===== src/rtl/bindct_2d_ctrl_if.sv =====
// Row input, 1-D core operand/result and column output bundle of the 2-D binDCT sequencer.
// The sequencer side uses the slave modport; source, core and sink together form the master side.
interface bindct_2d_ctrl_if #(
   parameter int NUM_SIZE = 8,
   parameter int FP_SIZE  = 32
);
   logic                  in_valid;
   logic                  in_ready;
   logic [8*NUM_SIZE-1:0] in_row;
   logic [8*FP_SIZE-1:0]  core_x_in;
   logic [8*FP_SIZE-1:0]  core_x_out;
   logic                  out_valid;
   logic [8*FP_SIZE-1:0]  out_col;
   logic [2:0]            out_idx;
   logic                  out_last;
   logic                  busy;
   logic                  done;

   modport slave (
      input  in_valid, in_row, core_x_out,
      output in_ready, core_x_in, out_valid, out_col, out_idx, out_last, busy, done
   );

   modport master (
      output in_valid, in_row, core_x_out,
      input  in_ready, core_x_in, out_valid, out_col, out_idx, out_last, busy, done
   );
endinterface


===== src/rtl/bindct_2d_ctrl.sv =====
// 8x8 2-D DCT sequencer: runs rows then columns through one shared external 1-D core,
// keeping the row results in an internal transpose buffer.
module bindct_2d_ctrl #(
   parameter int NUM_SIZE = 8,
   parameter int FP_SIZE  = 32,
   parameter int FRAC     = 12,
   parameter int CORE_LAT = 1
) (
   input  logic            clk,
   input  logic            rst,
   bindct_2d_ctrl_if.slave bus
);
   typedef enum logic [2:0] {IDLE, ROW, ROW_WAIT, COL, COL_WAIT} state_e;
   typedef struct packed {
      logic       v;
      logic       col;
      logic [2:0] idx;
   } tag_t;
   localparam int TAIL = CORE_LAT - 1;

   state_e                   state_q, state_d;
   logic [3:0]               rcnt_q, rcnt_d;
   logic [2:0]               ccnt_q, ccnt_d;
   tag_t [CORE_LAT-1:0]      tag_q;
   tag_t                     issue;
   logic                     in_ready, accept, pend;
   logic                     out_valid_q, out_last_q, done_q;
   logic [7:0][FP_SIZE-1:0]  out_col_q;
   logic [2:0]               out_idx_q;
   logic [FP_SIZE-1:0]       tbuf_q [8][8];
   logic [7:0][FP_SIZE-1:0]  row_x, col_x, res;

   assign res            = bus.core_x_out;
   assign bus.in_ready   = in_ready;
   assign bus.core_x_in  = (state_q == COL) ? col_x : row_x;
   assign bus.out_valid  = out_valid_q;
   assign bus.out_col    = out_col_q;
   assign bus.out_idx    = out_idx_q;
   assign bus.out_last   = out_last_q;
   assign bus.done       = done_q;
   assign bus.busy       = (state_q != IDLE);

   always_comb begin
      for (int n = 0; n < 8; n++)
         row_x[n] = {{(FP_SIZE-NUM_SIZE){bus.in_row[n*NUM_SIZE+NUM_SIZE-1]}},
                     bus.in_row[n*NUM_SIZE +: NUM_SIZE]} << FRAC;
      for (int r = 0; r < 8; r++)
         col_x[r] = tbuf_q[r][ccnt_q];
   end

   always_comb begin
      state_d  = state_q;
      rcnt_d   = rcnt_q;
      ccnt_d   = ccnt_q;
      issue    = '0;
      in_ready = 1'b0;
      // Only the tail may still be pending: it lands in the buffer at this edge.
      pend     = 1'b0;
      for (int i = 0; i < TAIL; i++) pend = pend | tag_q[i].v;
      if (state_q == IDLE)     in_ready = rst;
      else if (state_q == ROW) in_ready = rst && (rcnt_q < 4'd8);
      accept = bus.in_valid && in_ready;
      case (state_q)
         IDLE: if (accept) begin
            issue   = '{v: 1'b1, col: 1'b0, idx: 3'd0};
            rcnt_d  = 4'd1;
            state_d = ROW;
         end
         ROW: if (accept) begin
            issue  = '{v: 1'b1, col: 1'b0, idx: rcnt_q[2:0]};
            rcnt_d = rcnt_q + 4'd1;
            if (rcnt_q == 4'd7) state_d = ROW_WAIT;
         end
         ROW_WAIT: if (!pend) begin
            ccnt_d  = 3'd0;
            state_d = COL;
         end
         COL: begin
            issue  = '{v: 1'b1, col: 1'b1, idx: ccnt_q};
            ccnt_d = ccnt_q + 3'd1;
            if (ccnt_q == 3'd7) state_d = COL_WAIT;
         end
         COL_WAIT: if (done_q) state_d = IDLE;
         default: state_d = IDLE;
      endcase
   end

   always_ff @(posedge clk) begin
      if (!rst) begin
         state_q     <= IDLE;
         rcnt_q      <= '0;
         ccnt_q      <= '0;
         tag_q       <= '0;
         out_valid_q <= 1'b0;
         out_last_q  <= 1'b0;
         done_q      <= 1'b0;
         out_col_q   <= '0;
         out_idx_q   <= '0;
      end else begin
         state_q  <= state_d;
         rcnt_q   <= rcnt_d;
         ccnt_q   <= ccnt_d;
         tag_q[0] <= issue;
         for (int i = 1; i < CORE_LAT; i++) tag_q[i] <= tag_q[i-1];
         out_valid_q <= tag_q[TAIL].v && tag_q[TAIL].col;
         out_last_q  <= tag_q[TAIL].v && tag_q[TAIL].col && (tag_q[TAIL].idx == 3'd7);
         done_q      <= out_last_q;
         if (tag_q[TAIL].v && tag_q[TAIL].col) begin
            out_col_q <= res;
            out_idx_q <= tag_q[TAIL].idx;
         end
      end
   end

   // Row index comes from the tag, so input stalls never skew the buffer row.
   always_ff @(posedge clk) begin
      if (rst && tag_q[TAIL].v && !tag_q[TAIL].col)
         for (int k = 0; k < 8; k++) tbuf_q[tag_q[TAIL].idx][k] <= res[k];
   end
endmodule


===== src/flat_wrapper.sv =====
// flat-port wrapper written by rule: the top's interface ports become plain ports
module bindct_2d_ctrl_flat 
#(
   parameter int NUM_SIZE = 8,
   parameter int FP_SIZE  = 32,
   parameter int FRAC     = 12,
   parameter int CORE_LAT = 1
)
  (clk, rst, bus_in_valid, bus_in_row, bus_core_x_out, bus_in_ready, bus_core_x_in, bus_out_valid, bus_out_col, bus_out_idx, bus_out_last, bus_busy, bus_done);
  bindct_2d_ctrl_if #(.NUM_SIZE(NUM_SIZE), .FP_SIZE(FP_SIZE)) bus_i ();
  input  logic clk;
  input  logic rst;
  input wire logic [$bits(bus_i.in_valid)-1:0] bus_in_valid;
  input wire logic [$bits(bus_i.in_row)-1:0] bus_in_row;
  input wire logic [$bits(bus_i.core_x_out)-1:0] bus_core_x_out;
  output wire logic [$bits(bus_i.in_ready)-1:0] bus_in_ready;
  output wire logic [$bits(bus_i.core_x_in)-1:0] bus_core_x_in;
  output wire logic [$bits(bus_i.out_valid)-1:0] bus_out_valid;
  output wire logic [$bits(bus_i.out_col)-1:0] bus_out_col;
  output wire logic [$bits(bus_i.out_idx)-1:0] bus_out_idx;
  output wire logic [$bits(bus_i.out_last)-1:0] bus_out_last;
  output wire logic [$bits(bus_i.busy)-1:0] bus_busy;
  output wire logic [$bits(bus_i.done)-1:0] bus_done;
  assign bus_i.in_valid = bus_in_valid;
  assign bus_i.in_row = bus_in_row;
  assign bus_i.core_x_out = bus_core_x_out;
  assign bus_in_ready = bus_i.in_ready;
  assign bus_core_x_in = bus_i.core_x_in;
  assign bus_out_valid = bus_i.out_valid;
  assign bus_out_col = bus_i.out_col;
  assign bus_out_idx = bus_i.out_idx;
  assign bus_out_last = bus_i.out_last;
  assign bus_busy = bus_i.busy;
  assign bus_done = bus_i.done;
  bindct_2d_ctrl #(.NUM_SIZE(NUM_SIZE), .FP_SIZE(FP_SIZE), .FRAC(FRAC), .CORE_LAT(CORE_LAT)) u_core (.clk(clk), .rst(rst), .bus(bus_i));
endmodule

===== config.mk =====
export PLATFORM = sky130hd
export DESIGN_NAME = bindct_2d_ctrl_flat
export DESIGN_NICKNAME = d
export VERILOG_FILES = /design/src/rtl/bindct_2d_ctrl_if.sv /design/src/rtl/bindct_2d_ctrl.sv /design/src/flat_wrapper.sv
export SDC_FILE = /design/constraint.sdc
export NUM_CORES = 2
export LEC_CHECK = 0
export BUFFER_PORTS_ARGS = -buffer_cell sky130_fd_sc_hd__buf_2
export CAP_MARGIN = 20
export CORE_ASPECT_RATIO = 1.5
export CORE_MARGIN = 1
export CORE_UTILIZATION = 50
export DETAILED_ROUTE_END_ITERATION = 10
export GPL_TIMING_DRIVEN = 0
export PLACE_DENSITY = 0.7
export RECOVER_POWER = 100
export REMOVE_ABC_BUFFERS = 1
export SYNTH_ARGS = -nofsm -noshare
export SYNTH_HDL_FRONTEND = slang
export SYNTH_SLANG_ARGS = --single-unit

===== constraint.sdc =====
create_clock -name clk -period 30.1 [get_ports clk]
set_input_delay 3.01 -clock clk [delete_from_list [all_inputs] [get_ports clk]]
set_output_delay 3.01 -clock clk [all_outputs]
set_load 0.01 [all_outputs]

==> summary.md <==
| Metric | Value |
|---|---|
| Commonest cells in the netlist | edfxtp_1, nand2_1, mux2i_1 |
| Row cnt | 188 |
| CTS tree | yes |
| Drt first pass iters | 6 |
| Routed WL per cell | around 25 um |
| Area of the multi-input gates | 19900 um2 |
| Cell taking the most area after synthesis | edfxtp_1 |
| Synth Instances | 5252 |
| Avg Cell Area, Syn | about 17 um2 |
| Synthesized area | 88600 um2 |
| Sequential fraction of the synthesis area | 75.67% |
| Crit path launch | u_core.ccnt_q[1] |
| Unique masters post-synth | 39 |
| Outcome | complete, but fails checks |
| Final Critical Period | 18.26 ns |
| Core Area | about 180000 um2 |
| IO Pins | between 800 and 900 |
| Share of cells above drive strength 1 | roughly a tenth |
| Maxcap violations | 70 |
| GRT Total Usage | a little under a quarter |
| Die Width | ~350 um |
| Area grow syn2layout | 14.97% |
| Global route hottest layer | met2 |
| Post-CTS sizing | 0 |
| Count leader, synth | edfxtp_1 |
| Design Power | 6.408 mW |
| Post-route ant nets | 0 |
| RR Endpoint | u_core.tbuf_q[3][156] |
| Failing checks | max-capacitance violations, max-slew violations |
| Vert. Die Dim | 517.6 um |
| Root buf cell | clkbuf_16 |
| IO Port Bufs | ~840 |
| Hold Fails Final Rpt | 0 |
| Detailed Place HPWL | 141700 um |
| Grt met3 use | 5.042% |
| Hold path depth | 2 |
| Worst R2R Setup Slack | between 15 and 20 ns |
| Setup violators final | 0 |
| Post-synthesis async set-or-reset flop share | 0% |
| Power per cell area | about 63 nW/um2 |
| Synth warn | 0 |
| RSZ-0062 raised after global routing | no |
| First-pass GRT wire length | roughly 320000 um |
| Synth top area share | 69.41% |
| Max-slew headroom | -240.4% |
| Routed WL | about 220000 um |
| Switching power | around 1.3 mW |
| Ys flop type | edfxtp_1 |
| Peak VDD IR | between 0.07 and 0.08 mV |
| Switching Share | around a fifth |
| Placed insts | 8215 |
| Reg area | ~67000 um2 |
| Crit path DAT | between 15 and 20 ns |
| RR Startpoint | u_core.tag_q[4] |
| Kind of critical path | register to output pin |
| Clk_lat worst skew | 0.84 ns |
| Fin crit share | roughly three fifths |
| Top post-synthesis cells by area | edfxtp_1, mux2i_1, dfxtp_1, mux4_2, nand2_1 |
| Vias | 49430 |
| Min-delay worst type | register to register |
| Sequential share of power | about 55% |
| Share of total power in the clock network | about 43% |
| Combinational cell fraction of total power | under 10% |
| Hold buffers post-CTS | 0 |
| Number of synthesized flops with an enable pin | just over 2000 |
| Yosys reg bits | about 2300 |
| Maximum level of the CTS H-tree | 4 |
| DRC violations left | 0 |
| Setup crit end kind | output pin |
| Total gr overflow | 0 |
| Tightest Pin Transition | a little over 5 ns |
| Post-CTS setup buffers | 0 |
| Total internal power | roughly 5.1 mW |
| Fill count | roughly 13000 |
| RD Place Congestion | approximately 0.78 |
| Min-Delay Endpoint | u_core.bus.out_col[46] |
| Antenna violations before repair | 12 |
| Number of CTS-inserted buffers | 204 |
| Initial Util | about half |
| Worst clock skew | 0.04358 ns |
| Final std cells w/o fill | 8605 |
| DRT iter0 DRCs | roughly 4200 |
| Vias/cell | 5.745 |
| Leak | about 31 nW |
| R2R cell count | 10 |
| CTS Sinks | about 2300 |
| Hold Path Origin | u_core.bus.out_col[46] |
| Slew Viols, Final | 2550 |
| Clk slew on worst S/H paths | around 0.060 ns |
| Worst-path maximum fanout | 53 |
| Layout net count | roughly 6500 |
| Vias in the first global route | roughly 50000 |
| CTS max path bufs | 3 |
| Met1 usage | between 20 and 30% |
| Fmax | 54.77 MHz |
| Pin count of the biggest net entering global routing | 110 |
| Worst EP required | 27.09 ns |
| Met2 usage | 40.72% |
| Die area | about 180000 um2 |
| Setup crit start kind | register |
## worst max path at each step
stage                                     to  cells after the start
after floorplan             bus_core_x_in[0]                      3
after global placement    bus_core_x_in[245]                      5
after detailed placement   bus_core_x_in[59]                     11
after CTS                  bus_core_x_in[59]                     11
after global routing       bus_core_x_in[77]                     12
final                     bus_core_x_in[207]                     12
## registers in the layout, indices dropped and copies added, names as in the netlist
| signal | cells |
|---|---|
| u_core.tag_q | 5 |
| u_core.state_q | 3 |
| u_core.bus.out_last | 1 |
| u_core.tbuf_q | 2048 |
| u_core.bus.done | 1 |
| u_core.ccnt_q | 3 |
| u_core.bus.out_idx | 3 |
| u_core.rcnt_q | 4 |
| u_core.bus.out_col | 256 |
| u_core.bus.out_valid | 1 |
## power groups by stage
| stage | Sequential (mW) | Clock, mW | Combinational [mW] |
|---|---|---|---|
| floorplan | 3.59 | 0 | 0.0479 |
| finish | 3.52 | 2.73 | 0.166 |
| global placement | 3.60 | 0 | 0.175 |
| CTS | 3.51 | 2.76 | 0.179 |
| global route | 3.51 | 2.88 | 0.176 |
| detailed placement | 3.58 | 0 | 0.178 |
## critical path, stage by stage, from the launching register on
cell and delay, ns:
dfxtp_1 1.28, clkbuf_1 2.19, clkbuf_1 2.47, buf_16 0.27, clkbuf_1 1.62, clkbuf_1 2.05, buf_16 0.35, clkbuf_1 2.72
mux2i_1 0.33, a22oi_1 0.45, nand3_1 0.16, nand2_1 0.08, clkbuf_1 0.15
## per-stage QoR
stage	cell area (um2)	TNS, ns	hold slack, ns	setup slack, ns	utilization [%]
after global routing	101900	0	0.4712	10.82	58.05
after CTS	104600	0	0.4528	21.52	59.61
after detailed placement	97490	0	0.4441	22.46	55.55
after global placement	93970	-5912.37	0.4379	-26.03	53.55
after floorplan	86900	-145.85	0.4363	-1.519	-
final	101900	0	0.4537	11.84	58.05
## final cells by class
cell class	instances	area share (%)
Antenna cell	4	0.009826
Clock inverter	115	1.387
Inverter	2	0.008598
Clock buffer	271	5.602
Multi-Input combinational cell	2594	19.54
Sequential cell	2325	65.82
Tap cell	2280	2.800
Timing Repair Buffer	1014	4.833
## layout by cell type (no fill, tap or decap), types with 7 or more instances in the layout
cell / n
nor2_1: 112
bufinv_16: 22
mux4_2: 192
buf_12: 28
clkinv_1: 25
a22oi_1: 322
nand3_1: 163
clkinv_16: 7
clkinv_2: 33
mux2i_1: 736
buf_16: 23
buf_2: 92
clkinvlp_4: 10
clkbuf_8: 18
dfxtp_1: 276
clkbuf_1: 912
edfxtp_1: 2048
a21oi_1: 267
nand2_2: 8
clkbuf_16: 212
nand2_1: 749
## per-layer routing
layer	vias to the layer above	share of wire, %
met1	25130	38
met2	1932	51
met5	-	0.011
met3	360	7.9
li1	22000	-
met4	4	3.2
## cell families after synthesis
group / Yosys count / synth area share (%)
DFF: 2325 / 75.67
and+or+nand+nor: 1062 / 4.816
muxes: 929 / 13.21
AOI/OAI and AO/OA: 599 / 4.328
buffers and inverters: 333 / 1.926
adders and majority gates: 3 / 0.04237
xor gates and xnor gates: 1 / 0.009887
(Power assumes the default switching activity.)
